File: src/rtl/keypad_scan.sv
// keypad_scan: 4x4 hex keypad matrix scanner with an 8-bit CPU slave.
// Registers: addr 0 = STATUS {valid, ovr, 2'b00, key}, addr 1 = DATA {4'h0, key}.
// Optional build macro: KPD_REPEAT_EN adds auto-repeat of a held key.
//
// state     | meaning
// ----------+-------------------------------------------------------
// S_IDLE    | no key held, waiting for a frame with exactly one key
// S_DEBOUNCE| candidate key seen, counting identical frames
// S_HELD    | key accepted, waiting for a frame with no key
// S_RELEASE | no key seen, counting empty frames before re-arming
module keypad_scan #(
  parameter int SCAN_DIV = 1000,
  parameter int DEBOUNCE = 4,
  parameter int REPEAT   = 50
) (
  input  logic       clk,
  input  logic       rst,
  input  logic       cs,
  input  logic       read,
  input  logic       addr,
  input  logic [7:0] din,
  output logic [7:0] dout,
  output logic [3:0] col_n,
  input  logic [3:0] row_n,
  output logic       irq
);

  localparam int DIV_W = $clog2(SCAN_DIV);
  localparam int CNT_W = $clog2(DEBOUNCE + 1);
  localparam logic [DIV_W-1:0] DIV_LAST = DIV_W'(SCAN_DIV - 1);
  localparam logic [CNT_W-1:0] DEB_LAST = CNT_W'(DEBOUNCE - 1);

  // Reject out-of-range parameters at elaboration time.
  if (SCAN_DIV < 4 || DEBOUNCE < 1 || REPEAT < 1) begin : g_param_check
    $error("keypad_scan: illegal parameter value");
  end

  typedef enum logic [1:0] {S_IDLE, S_DEBOUNCE, S_HELD, S_RELEASE} state_t;

  state_t           state;
  logic [3:0]       row_s1, row_s2;
  logic [DIV_W-1:0] div;
  logic [1:0]       col;
  logic [15:0]      snap;
  logic             frame_done;
  logic             tick;
  logic [CNT_W-1:0] cnt;
  logic [3:0]       cand;
  logic [4:0]       ones;
  logic [3:0]       code;
  logic             hit;
  logic             accept;
  logic [3:0]       accept_code;
  logic             valid, ovr;
  logic [3:0]       key;
  logic             rd_data, ovr_clr;
  logic             unused_din;

`ifdef KPD_REPEAT_EN
  localparam int REP_W = $clog2(REPEAT + 1);
  localparam logic [REP_W-1:0] REP_LAST = REP_W'(REPEAT - 1);
  logic [REP_W-1:0] rcnt;
`endif

  assign tick       = (div == DIV_LAST);
  assign col_n      = ~(4'b0001 << col);
  assign irq        = valid;
  assign rd_data    = cs && read && addr;
  assign ovr_clr    = cs && !read && !addr && din[6];
  assign unused_din = ^{din[7], din[5:0]};

  // Two-flop synchronizer for the asynchronous row inputs (idle rows read high).
  always_ff @(posedge clk) begin
    if (!rst) begin
      row_s1 <= 4'hF;
      row_s2 <= 4'hF;
    end else begin
      row_s1 <= row_n;
      row_s2 <= row_s1;
    end
  end

  // Column slot timer, row snapshot per column, one-cycle frame_done after column 3.
  always_ff @(posedge clk) begin
    if (!rst) begin
      div        <= '0;
      col        <= 2'd0;
      snap       <= 16'h0000;
      frame_done <= 1'b0;
    end else begin
      frame_done <= 1'b0;
      if (tick) begin
        div                   <= '0;
        snap[{col, 2'b00} +: 4] <= ~row_s2;
        col                   <= col + 2'd1;
        frame_done            <= (col == 2'd3);
      end else begin
        div <= div + DIV_W'(1);
      end
    end
  end

  // Frame decode: a hit needs exactly one closed switch; the bit index is the key code.
  always_comb begin
    ones = 5'd0;
    code = 4'd0;
    for (int i = 0; i < 16; i++) begin
      if (snap[i]) begin
        ones = ones + 5'd1;
        code = 4'(i);
      end
    end
    hit = (ones == 5'd1);
  end

  // Accept event: debounce completes, or (with repeat) the repeat interval expires.
  always_comb begin
    accept      = 1'b0;
    accept_code = cand;
    if (frame_done && hit) begin
      case (state)
        S_IDLE: begin
          if (DEBOUNCE == 1) begin
            accept      = 1'b1;
            accept_code = code;
          end
        end
        S_DEBOUNCE: begin
          if (code == cand && cnt == DEB_LAST) accept = 1'b1;
        end
`ifdef KPD_REPEAT_EN
        S_HELD: begin
          if (code == cand && rcnt == REP_LAST) accept = 1'b1;
        end
`endif
        default: ;
      endcase
    end
  end

  // Press/release debounce FSM, advancing once per frame.
  always_ff @(posedge clk) begin
    if (!rst) begin
      state <= S_IDLE;
      cnt   <= '0;
      cand  <= 4'd0;
`ifdef KPD_REPEAT_EN
      rcnt  <= '0;
`endif
    end else if (frame_done) begin
      case (state)
        S_IDLE: begin
          if (hit) begin
            cand  <= code;
            cnt   <= CNT_W'(1);
            state <= (DEBOUNCE == 1) ? S_HELD : S_DEBOUNCE;
`ifdef KPD_REPEAT_EN
            rcnt  <= '0;
`endif
          end
        end
        S_DEBOUNCE: begin
          if (hit && code == cand) begin
            cnt <= cnt + CNT_W'(1);
            if (cnt == DEB_LAST) begin
              state <= S_HELD;
`ifdef KPD_REPEAT_EN
              rcnt  <= '0;
`endif
            end
          end else begin
            state <= S_IDLE;
          end
        end
        S_HELD: begin
          if (!hit) begin
            cnt   <= CNT_W'(1);
            state <= S_RELEASE;
          end
`ifdef KPD_REPEAT_EN
          else if (code == cand) begin
            rcnt <= (rcnt == REP_LAST) ? '0 : rcnt + REP_W'(1);
          end
`endif
        end
        S_RELEASE: begin
          if (!hit) begin
            cnt <= cnt + CNT_W'(1);
            if (cnt >= DEB_LAST) state <= S_IDLE;
          end else begin
            state <= S_HELD;
`ifdef KPD_REPEAT_EN
            rcnt  <= '0;
`endif
          end
        end
        default: state <= S_IDLE;
      endcase
    end
  end

  // CPU register file: registered read data, pending flag, overrun flag, key code.
  always_ff @(posedge clk) begin
    if (!rst) begin
      dout  <= 8'h00;
      valid <= 1'b0;
      ovr   <= 1'b0;
      key   <= 4'd0;
    end else begin
      if (cs && read) dout <= addr ? {4'h0, key} : {valid, ovr, 2'b00, key};
      if (accept) key <= accept_code;
      if (accept)       valid <= 1'b1;
      else if (rd_data) valid <= 1'b0;
      // A clear write beats a same-edge overrun; a same-edge DATA read consumes the old key.
      if (ovr_clr)                            ovr <= 1'b0;
      else if (accept && valid && !rd_data)   ovr <= 1'b1;
    end
  end

endmodule

File: config.mk
export PLATFORM = sky130hd
export DESIGN_NAME = keypad_scan
export DESIGN_NICKNAME = d
export VERILOG_FILES = /design/src/rtl/keypad_scan.sv
export SDC_FILE = /design/constraint.sdc
export NUM_CORES = 1
export LEC_CHECK = 0
export ABC_AREA = 1
export CAP_MARGIN = 10
export CORE_MARGIN = 3
export CORE_UTILIZATION = 23
export DETAILED_ROUTE_END_ITERATION = 16
export GPL_TIMING_DRIVEN = 0
export MAX_ROUTING_LAYER = met4
export PLACE_DENSITY_LB_ADDON = 0.25
export SLEW_MARGIN = 20
export SYNTH_ARGS = -nofsm -noshare
export SYNTH_HDL_FRONTEND = slang
export SYNTH_SLANG_ARGS = --single-unit
File: constraint.sdc
create_clock -name clk -period 13.9 [get_ports clk]
set_input_delay 2.78 -clock clk [delete_from_list [all_inputs] [get_ports clk]]
set_output_delay 2.78 -clock clk [all_outputs]
set_load 0.1 [all_outputs]
==> key figures <==
STA
  – Crit share post-route: between 50% and 60%
  – Max Slew Vio Count: 0
  – Setup TNS: 0 ns
  – Tmin final: a little over 8 ns
  – Final Setup Violations: 0
  – Worst rel slew slack: between 30% and 40%
  – Worst Tran Pin Value: a little over 1 ns
  – Count of final hold-check violations: 0
  – RSZ-0062 raised after global routing: false
  – FMAX: between 100 and 150 MHz
  – Final Worst Setup Slack: ~5.8 ns
  – Clk_skew: 0.00714 ns

Placement
  – GPL Wtd Cong: about 0.75
  – Hpwl dp: roughly 7300 µm
  – Placement Cell Area: about 4800 µm²
  – Dpl ws: between 5 and 6 ns
  – Buffers on Ports: 19

Layout
  – Number of antenna diodes: 0
  – Storage cell area: between 1000 and 1500 µm²
  – Area Growth Syn to Fin: 17.8%
  – Layout cells sized above 1: 14.3%
  – Commonest cells after routing, fill and taps aside: nand2_1, inv_1, nor2_1
  – Final net count: approximately 740
  – Filler cell count in the final layout: 2077
  – Commonest non-fill, non-tap cell in the layout: nand2_1
  – Multi-input logic area: between 2000 and 3000 µm²
  – Post-Layout Inst Area: 5060 µm²

CTS
  – Hold Buf Count CTS: 0
  – Sink Count: 58
  – Worst-case clock buffer depth: 2
  – Clock root cell: clkbuf_16
  – TritonCTS clock tree: done
  – Num CTS Buffers: 9
  – Skew-Pair Late Insertion Delay: between 0.3 and 0.4 ns
  – Post CTS Setup Buffer Count: 0
  – CTS resizes: 0
  – Clock-pin slew on the worst setup and hold paths: ~0.05 ns
  – Htree depth: 3

Route
  – DR pass1 iterations: 4
  – Vias per inst: between 4 and 5
  – Metal-1 WL: between 4000 and 5000 µm
  – ANT nets after route: 0
  – Drt drc: 0
  – Drt wl/cell: roughly 9.5 µm
  – Routed WL: 8890 µm
  – Met2 WL: roughly 3800 µm
  – Initial detailed-routing violation count: 90
  – Vias: roughly 3.9k
  – Metal3 WL: roughly 210 µm
  – Max Used Layer: met4

Hold path
  – WHS Endpoint: row_s2[3]
  – Worst Hold Launch: row_s1[3]
  – Worst Hold Path Cells: 1
  – Worst hold path class: flop to flop

Run status
  – Run status: finished clean

Worst setup path
  – Reg2Reg Setup Slack: 5.75 ns
  – Reg-to-Reg End: accept_code[2]
  – Crit path max fanout: 6
  – Required @ worst endpoint: between 10 and 15 ns
  – Crit path top cell by count: nand2_1
  – Slowest Stage Delay on Critical Path: 0.33 ns
  – Crit path DAT: about 8.4 ns
  – Crit. Startpoint: snap[1]
  – Crit path capture type: flop
  – Reg2Reg Depth: 55
  – Startpoint types: flop
  – Critical path's slowest cell: dfxtp_1
  – Setup CP Type: flop to flop
  – Worst r2r src: snap[1]

Yosys
  – Post-synth cell types: 39
  – Synth warnings: 0
  – #FFs+latches synth: 58
  – Post-Synthesis Cells: 671
  – Syn Area/Cell: 6.41 µm²
  – Register area share after synthesis: between 20% and 30%
  – Post-synthesis cell area: approximately 4300 µm²

Global routing
  – Largest net degree at the start of global routing: 11
  – Initial antenna violation count: 0
  – Global route overflow: 0
  – GRT Util Overall: a little under a tenth
  – Vias in the first global route: 3620
  – First-pass GRT wire length: ~16000 µm

Die
  – Chip height: 143 µm
  – Initial core utilization: a little under a quarter
  – Ports: 30
  – Core area: 18100 µm²
  – Die Area: a little over 20000 µm²
  – Std-Cell Rows: a little under 50
  – Die Span X: around 140 µm

Power and ir drop
  – Power per standard cell area: between 70 and 80 nW/µm²
  – Leak: 2.71 nW
  – Maximum vdd ir drop: between 0.08 and 0.09 mV
  – Design Power: between 0.0003 and 0.0004 W

Run
  – Max Cap Violations: 0
[through the flow]
step | hold slack, ns | std cells | util (%)
6_report | 0.408 | 936 | 27.9
3_5_place_dp | 0.401 | 920 | 26.3
3_3_place_gp | 0.396 | 920 | 26.3
2_1_floorplan | 0.393 | 672 | -
5_1_grt | 0.428 | 936 | 27.9
4_1_cts | 0.412 | 936 | 27.9
[kinds of logic after synthesis]
family,after synthesis,share of synthesized area (%)
XOR/XNOR,6,1.22
AO/OA/AOI/OAI,75,10.4
flip-flops,58,27.0
adder cells (fa/ha/maj),24,6.98
AND/OR/NAND/NOR,378,42.7
other,1,0.0872
buffers and inverters,129,11.6
[cell usage after synthesis (all sizes together)]
cell type / instances / share of area (%)
a2111oi: 2 / 0.41
a21boi: 2 / 0.35
nand4: 6 / 0.87
buf: 4 / 0.64
ha: 24 / 7.0
or2: 12 / 1.7
a211oi: 16 / 2.8
o22ai: 1 / 0.15
nor4: 1 / 0.15
nand3b: 8 / 1.5
clkbuf: 5 / 0.44
xor2: 5 / 1.0
nor2: 69 / 6.8
conb: 1 / 0.087
inv: 120 / 10
a21oi: 28 / 3.3
dfxtp: 58 / 27
o21ai: 17 / 2.1
nand3: 69 / 10
xnor2: 1 / 0.20
nor3: 3 / 0.35
o21bai: 1 / 0.17
nand2: 207 / 21
nor3b: 3 / 0.52
a31oi: 8 / 1.2
[state kept, by name, summed over array words and instances, names as in the netlist, 2 cells and up]
register,flops
row_s2,4
key,4
dout,6
accept_code,4
snap,16
state,2
div,10
row_s1,4
col,2
cnt,3
[worst max-delay path by stage]
stage               cells after the start  slack [ns]             end
floorplan                              55        6.28  accept_code[2]
global placement                       55        5.70  accept_code[2]
detailed placement                     55        5.70          key[3]
CTS                                    55        5.67  accept_code[2]
global route                           56        4.92          key[1]
finish                                 55        5.75  accept_code[2]
[cell type report]
| cell class | count | share of cell area (%) |
|---|---|---|
| well taps | 229 | 5.66 |
| inverters | 120 | 8.90 |
| plain buffers | 9 | 0.914 |
| clock inverters | 2 | 0.198 |
| clock buffers | 14 | 5.41 |
| repair buffers | 19 | 3.76 |
| multi-input cells | 485 | 52.2 |
| flip-flops and latches | 58 | 22.9 |
[critical path: cells and delay by family (launching register included)]
family	cells	cell delay (ns)
adder cells (fa/ha/maj)	14	3.70
AND/OR/NAND/NOR	32	3.26
AO/OA/AOI/OAI	4	0.43
buffers and inverters	5	0.34
flip-flops	1	0.33
[where the power goes]
| part | internal (W) | total [W] | switching [W] |
|---|---|---|---|
| Clock | 0.000134 | 0.000205 | 0.0000708 |
| Combinational | 0.00000596 | 0.0000189 | 0.0000130 |
| Sequential | 0.000169 | 0.000170 | 0.00000111 |
| Total | 0.000309 | 0.000394 | 0.0000848 |
[metal layers]
layer  up-vias  global-route usage (%)
met5         -                       -
met4         0                    3.00
met3         8                    2.01
met2        25                    14.6
met1      1624                    12.5
li1       2193                       -
No activity file was read; power rests on OpenSTA's default activity.
